[config.mk]
export PLATFORM = sky130hd
export DESIGN_NAME = mc_ctrl
export DESIGN_NICKNAME = d
export VERILOG_FILES = /design/src/rtl/mc_ctrl.sv
export SDC_FILE = /design/constraint.sdc
export NUM_CORES = 1
export LEC_CHECK = 0
export CAP_MARGIN = 15
export CORE_MARGIN = 2
export CORE_UTILIZATION = 48
export CTS_CLUSTER_DIAMETER = 100
export CTS_CLUSTER_SIZE = 16
export DETAILED_ROUTE_END_ITERATION = 12
export PLACE_DENSITY_LB_ADDON = 0.12
export SYNTH_ARGS = -nofsm -noshare
export SYNTH_HDL_FRONTEND = slang
export SYNTH_SLANG_ARGS = --single-unit
[constraint.sdc]
create_clock -name clk -period 3 [get_ports clk]
set_clock_uncertainty 0.2 [all_clocks]
set_input_delay 0.6 -clock clk [delete_from_list [all_inputs] [get_ports clk]]
set_output_delay 0.6 -clock clk [all_outputs]
set_load 0.02 [all_outputs]
[src/rtl/mc_ctrl.sv]
// Multi-cycle MIPS control FSM: sequences fetch, decode, execute, memory and
// write-back, decoding datapath enables/selects from state and instruction class.
module mc_ctrl #(
  parameter bit ILLEGAL_HALT = 1'b1,
  parameter int CNT_W        = 32
) (
  input  logic             clk,
  input  logic             reset,
  input  logic [5:0]       opcode,
  input  logic [5:0]       funct,
  input  logic             zero,
  output logic             pc_we,
  output logic [1:0]       npc_sel,
  output logic             ir_we,
  output logic             rf_we,
  output logic [1:0]       rf_wa_sel,
  output logic [1:0]       rf_wd_sel,
  output logic [1:0]       alu_op,
  output logic             alu_bsel,
  output logic [1:0]       ext_op,
  output logic             dm_we,
  output logic             instr_done,
  output logic             halted,
  output logic [CNT_W-1:0] icount
);

  localparam logic [5:0] OP_RTYPE = 6'b000000;
  localparam logic [5:0] OP_J     = 6'b000010;
  localparam logic [5:0] OP_JAL   = 6'b000011;
  localparam logic [5:0] OP_BEQ   = 6'b000100;
  localparam logic [5:0] OP_ORI   = 6'b001101;
  localparam logic [5:0] OP_LUI   = 6'b001111;
  localparam logic [5:0] OP_LW    = 6'b100011;
  localparam logic [5:0] OP_SW    = 6'b101011;
  localparam logic [5:0] FN_NOP   = 6'b000000;
  localparam logic [5:0] FN_JR    = 6'b001000;
  localparam logic [5:0] FN_ADDU  = 6'b100001;
  localparam logic [5:0] FN_SUBU  = 6'b100011;

  typedef enum logic [2:0] {S_FETCH, S_DECODE, S_EXEC, S_MEM, S_WB, S_HALT} state_t;
  typedef enum logic [2:0] {C_R_ADD, C_R_SUB, C_ORI, C_LUI, C_LW, C_SW, C_BEQ} cls_t;
  typedef enum logic [2:0] {K_NOP, K_J, K_JAL, K_JR, K_EXEC, K_ILL} kind_t;

  state_t state, state_nx;
  cls_t   cls, dec_cls;
  kind_t  dec_kind;

  // NOTE: every signal assigned in an always_comb gets a default first, so no path can infer a latch.
  always_comb begin
    dec_kind = K_ILL;
    dec_cls  = C_R_ADD;
    case (opcode)
      OP_RTYPE: begin
        case (funct)
          FN_NOP:  dec_kind = K_NOP;
          FN_JR:   dec_kind = K_JR;
          FN_ADDU: begin dec_kind = K_EXEC; dec_cls = C_R_ADD; end
          FN_SUBU: begin dec_kind = K_EXEC; dec_cls = C_R_SUB; end
          default: dec_kind = K_ILL;
        endcase
      end
      OP_J:    dec_kind = K_J;
      OP_JAL:  dec_kind = K_JAL;
      OP_BEQ:  begin dec_kind = K_EXEC; dec_cls = C_BEQ; end
      OP_ORI:  begin dec_kind = K_EXEC; dec_cls = C_ORI; end
      OP_LUI:  begin dec_kind = K_EXEC; dec_cls = C_LUI; end
      OP_LW:   begin dec_kind = K_EXEC; dec_cls = C_LW;  end
      OP_SW:   begin dec_kind = K_EXEC; dec_cls = C_SW;  end
      default: dec_kind = K_ILL;
    endcase
  end

  // NOTE: sequential state uses non-blocking assignments; reset here is synchronous.
  always_ff @(posedge clk) begin
    if (reset) begin
      state  <= S_FETCH;
      cls    <= C_R_ADD;
      icount <= '0;
    end else begin
      state <= state_nx;
      if (state == S_DECODE && dec_kind == K_EXEC) cls <= dec_cls;
      if (instr_done) icount <= icount + CNT_W'(1);
    end
  end

  // Enables are only produced out of reset, so no write pulses in a reset cycle.
  always_comb begin
    state_nx   = state;
    pc_we      = 1'b0;
    npc_sel    = 2'd0;
    ir_we      = 1'b0;
    rf_we      = 1'b0;
    rf_wa_sel  = 2'd0;
    rf_wd_sel  = 2'd0;
    alu_op     = 2'd0;
    alu_bsel   = 1'b0;
    ext_op     = 2'd0;
    dm_we      = 1'b0;
    instr_done = 1'b0;
    halted     = 1'b0;
    if (!reset) begin
      case (state)
        S_FETCH: begin
          ir_we    = 1'b1;
          pc_we    = 1'b1;
          state_nx = S_DECODE;
        end
        S_DECODE: begin
          state_nx = S_FETCH;
          case (dec_kind)
            K_NOP: instr_done = 1'b1;
            K_J: begin
              pc_we = 1'b1; npc_sel = 2'd2; instr_done = 1'b1;
            end
            K_JAL: begin
              pc_we = 1'b1; npc_sel = 2'd2; rf_we = 1'b1;
              rf_wa_sel = 2'd2; rf_wd_sel = 2'd2; instr_done = 1'b1;
            end
            K_JR: begin
              pc_we = 1'b1; npc_sel = 2'd3; instr_done = 1'b1;
            end
            K_EXEC: state_nx = S_EXEC;
            default: begin
              if (ILLEGAL_HALT) state_nx = S_HALT;
              else              instr_done = 1'b1;
            end
          endcase
        end
        S_EXEC: begin
          case (cls)
            C_R_ADD: begin alu_op = 2'd0; state_nx = S_WB; end
            C_R_SUB: begin alu_op = 2'd1; state_nx = S_WB; end
            C_ORI: begin
              alu_bsel = 1'b1; ext_op = 2'd0; alu_op = 2'd2; state_nx = S_WB;
            end
            C_LUI: begin
              alu_bsel = 1'b1; ext_op = 2'd2; alu_op = 2'd3; state_nx = S_WB;
            end
            C_LW, C_SW: begin
              alu_bsel = 1'b1; ext_op = 2'd1; alu_op = 2'd0; state_nx = S_MEM;
            end
            default: begin
              alu_op = 2'd1; ext_op = 2'd1; pc_we = zero; npc_sel = 2'd1;
              instr_done = 1'b1; state_nx = S_FETCH;
            end
          endcase
        end
        S_MEM: begin
          if (cls == C_SW) begin
            dm_we = 1'b1; instr_done = 1'b1; state_nx = S_FETCH;
          end else begin
            state_nx = S_WB;
          end
        end
        S_WB: begin
          rf_we      = 1'b1;
          instr_done = 1'b1;
          state_nx   = S_FETCH;
          case (cls)
            C_R_ADD, C_R_SUB: rf_wa_sel = 2'd1;
            C_LW:             rf_wd_sel = 2'd1;
            default:          rf_wa_sel = 2'd0;
          endcase
        end
        default: halted = 1'b1;
      endcase
    end
  end

endmodule

==> metrics.yaml <==
worst_setup_path:
  start_kind: "primary input"
  rr_worst_depth: 8
  path_common_cell: "buf_4"
  cp_max_fo: 4
  worstSetupPathDepth: 18
  critPathMaxStageDelay_ps: 290
  cp.required_ps: 2980
  path_cells: "clkdlybuf4s15_1 > nor4_4 > buf_4 > buf_4 > buf_4 > buf_4 > buf_4 > buf_4 > buf_4 > buf_4 > buf_4 > buf_4 > buf_4 > buf_4 > buf_4 > a21oi_1 > or3_1 > a21oi_1"
  end_kind: "register"
  critPathTopFamily: "buffers and inverters"
  cp.arrival_ps: 2920
  critPathSlowestCell: "clkdlybuf4s15_1"
  crit_type: "in2reg"
  crit_buf_inv: 14
drt:
  dr.first_iter.drc_count: 143
  dr.pass1.iters: 4
  antenna_left: 0
  vias_per_cell: 5.84
  wl_per_cell_um: 15.8
  totalWireLength_um: 6920
  vias: 2564
  route.detailed.drc: 0
floorplan:
  io_pins: 64
  die-area_um2: 5180
  coreArea_um2: 4410
  die_y_um: 72.0
  start_util: 0.502
  dieWidth_um: 72.0
  rows: 24
timing:
  finalCriticalPeriod_ps: 2940
  fin_crit_sh: 0.982
  setup_viol: 0
  tightest_slew_ps: 621
  relSlewSlack: 0.582
  rsz0062_at_grt: "yes"
  hold_viol_final: 0
  hold-worst-slack_ps: 297
  fmax_mhz: 340
  slew_violations: 0
clocking:
  cts_hold_buf: 0
  cts-buffers-inserted: 5
  cts_tree: "done"
  cts_sinks: 38
  cts_buffer_depth: 2
  clockRootBuffer: "clkbuf_8"
  path_clk_slew_ps: 80
  ctsHtreeMaxLevel: 2
  clk_latency_ps: 300
layout:
  fill_cells: 342
  drive_above_1_share: 0.212
  nNetsFinal: 402
  final_util: 0.766
  syn_to_final_growth_pct: 52.4
  num_antenna_cells: 0
global_route:
  grt_usage: 0.273
  use_met3: 0.0458
  grt_use_met1: 0.328
  grt_pass1_vias: 2389
  grt.busiest_layer: "met2"
  grt_pass1_wl_um: 11200
  grt_remaining_overflow: 0
  grt_max_degree: 22
  grt_use_met2: 0.491
  antenna_found_initial: 0
logic_synthesis:
  synth_cell_types: 43
  synth_largest_area_cell: "dfxtp_1"
  syn_nets: 300
  yosys_warnings: 0
  ys_seq_area_frac: 0.343
  synth_top_cell_area_share: 0.343
  ys_ff_latch: 38
  avgSynthCellArea_um2: 7.81
  async_reset_ff_frac: 0
  netlist_top_cells_area: "dfxtp_1 (34%), xor2_1 (7.9%), nor2_1 (6.3%)"
  synth_cells: 284
  synthFlopType: "dfxtp_1"
  synth.cell_area_um2: 2220
  synth_edf_count: 0
hold_path:
  hold_path.class: "reg2reg"
  hold_depth: 2
pwr:
  ir_drop_uv: 267
  cellPowerDensity_nw_per_um2: 359
  leakagePower_nw: 1.32
run:
  max_cap_viol_count: 0
placement:
  place_hpwl_um: 4560
  gp_congestion: 0.838
  io_buffers: 63
status:
  outcome: "complete, no violations"
[per-stage QoR]
| stage | setup WS [ps] | area [um^2] | power [mW] | TNS (ps) | cells |
|---|---|---|---|---|---|
| 2_1_floorplan | 9.30 | 2230 | 0.592 | 0 | 284 |
| 3_3_place_gp | -675 | 3120 | 0.660 | -8760 | 416 |
| 3_5_place_dp | -707 | 3120 | 0.663 | -9540 | 416 |
| 4_1_cts | 12.4 | 3350 | 1.21 | 0 | 438 |
| 5_1_grt | -14.0 | 3380 | 1.25 | -14.0 | 439 |
| 6_report | 55.0 | 3380 | 1.21 | 0 | 439 |
[metal layers]
metal  vias up  share of wire
met1      1218           0.42
met2        86           0.51
met3        10          0.052
met4         0          0.017
li1       1250              -
met5         -              0
[registers in the layout (all words and copies together), names as in the netlist]
register and count:
cls 3, state 3, icount 32
[path summary, 6_finish.rpt]
kind / startpoint / to / slack, ps
worst max-delay path: opcode[1] / cls[2] / 60
worst min register to register: icount[31] / icount[31] / 300
worst min-delay path: icount[31] / icount[31] / 300
worst max register to register: state[0] / icount[22] / 340
[power by group]
group	total (mW)	switching, mW	internal (mW)	leakage, nW
sequential	0.512	0.00337	0.508	0.306
clock	0.547	0.192	0.355	0.0714
combinational	0.154	0.0835	0.0707	0.938
[tightest hold or removal path, cell delays in order, from the launching register on]
cell and delay (ps):
dfxtp_1 320, o21ai_0 70, a21oi_1 60
[placed cells by master (no fill, tap or decap), drive strengths merged, types with 8 or more instances in the layout]
cell type,count
buf,58
dfxtp,38
nor2,37
clkdlybuf4s50,34
a21oi,22
nand2,20
xor2,20
o21ai,18
dlygate4sd2,13
o211ai,9
o2111ai,8
nor3,8
clkbuf,8
[cell families (layout without fill, tap and decap cells)]
family	after synthesis	in the layout	synth area share
mux	1	1	0.00451
simple gates	129	129	0.317
xor+xnor	21	21	0.0830
flops	38	38	0.343
fa+ha+maj	1	1	0.00564
buf+inv	22	125	0.0418
compound gates	72	72	0.205
[cell usage after synthesis, types with 2 or more instances]
| cell type | instances |
|---|---|
| nor2_1 | 37 |
| nor4b_1 | 2 |
| o211ai_1 | 9 |
| nor3_1 | 8 |
| xor2_1 | 20 |
| and3_1 | 7 |
| a211oi_1 | 3 |
| clkbuf_1 | 13 |
| or3_1 | 7 |
| nand3b_1 | 3 |
| o21ai_0 | 17 |
| or4_1 | 4 |
| nand2b_1 | 4 |
| o31ai_1 | 6 |
| nor3b_1 | 3 |
| a21oi_1 | 22 |
| and4_1 | 5 |
| inv_1 | 4 |
| o21a_1 | 3 |
| o2111ai_1 | 8 |
| buf_4 | 2 |
| nand4_1 | 6 |
| nand3_1 | 7 |
| and2_1 | 2 |
| nand2_1 | 20 |
| buf_2 | 2 |
| dfxtp_1 | 38 |
| nor2b_1 | 3 |
| nor4_1 | 5 |
[final cells by class]
type                    instances  area, um^2  area share
well taps                      52        65.1      0.0193
inverters                       4        15.0     0.00444
multi-input cells             224        1430       0.422
clock buffers                   6        82.6      0.0244
repair buffers                113         970       0.287
flip-flops and latches         38         761       0.225
clock inverters                 2        60.1      0.0178
[timing repair]
| action | CTS | global route |
|---|---|---|
| setup endpoints to repair | 25 | 9 |
| pin swaps | 12 | 11 |
| setup buffers | 14 | 1 |
| gates resized for setup | 65 | 16 |
No activity file was read; power rests on OpenSTA's default activity.
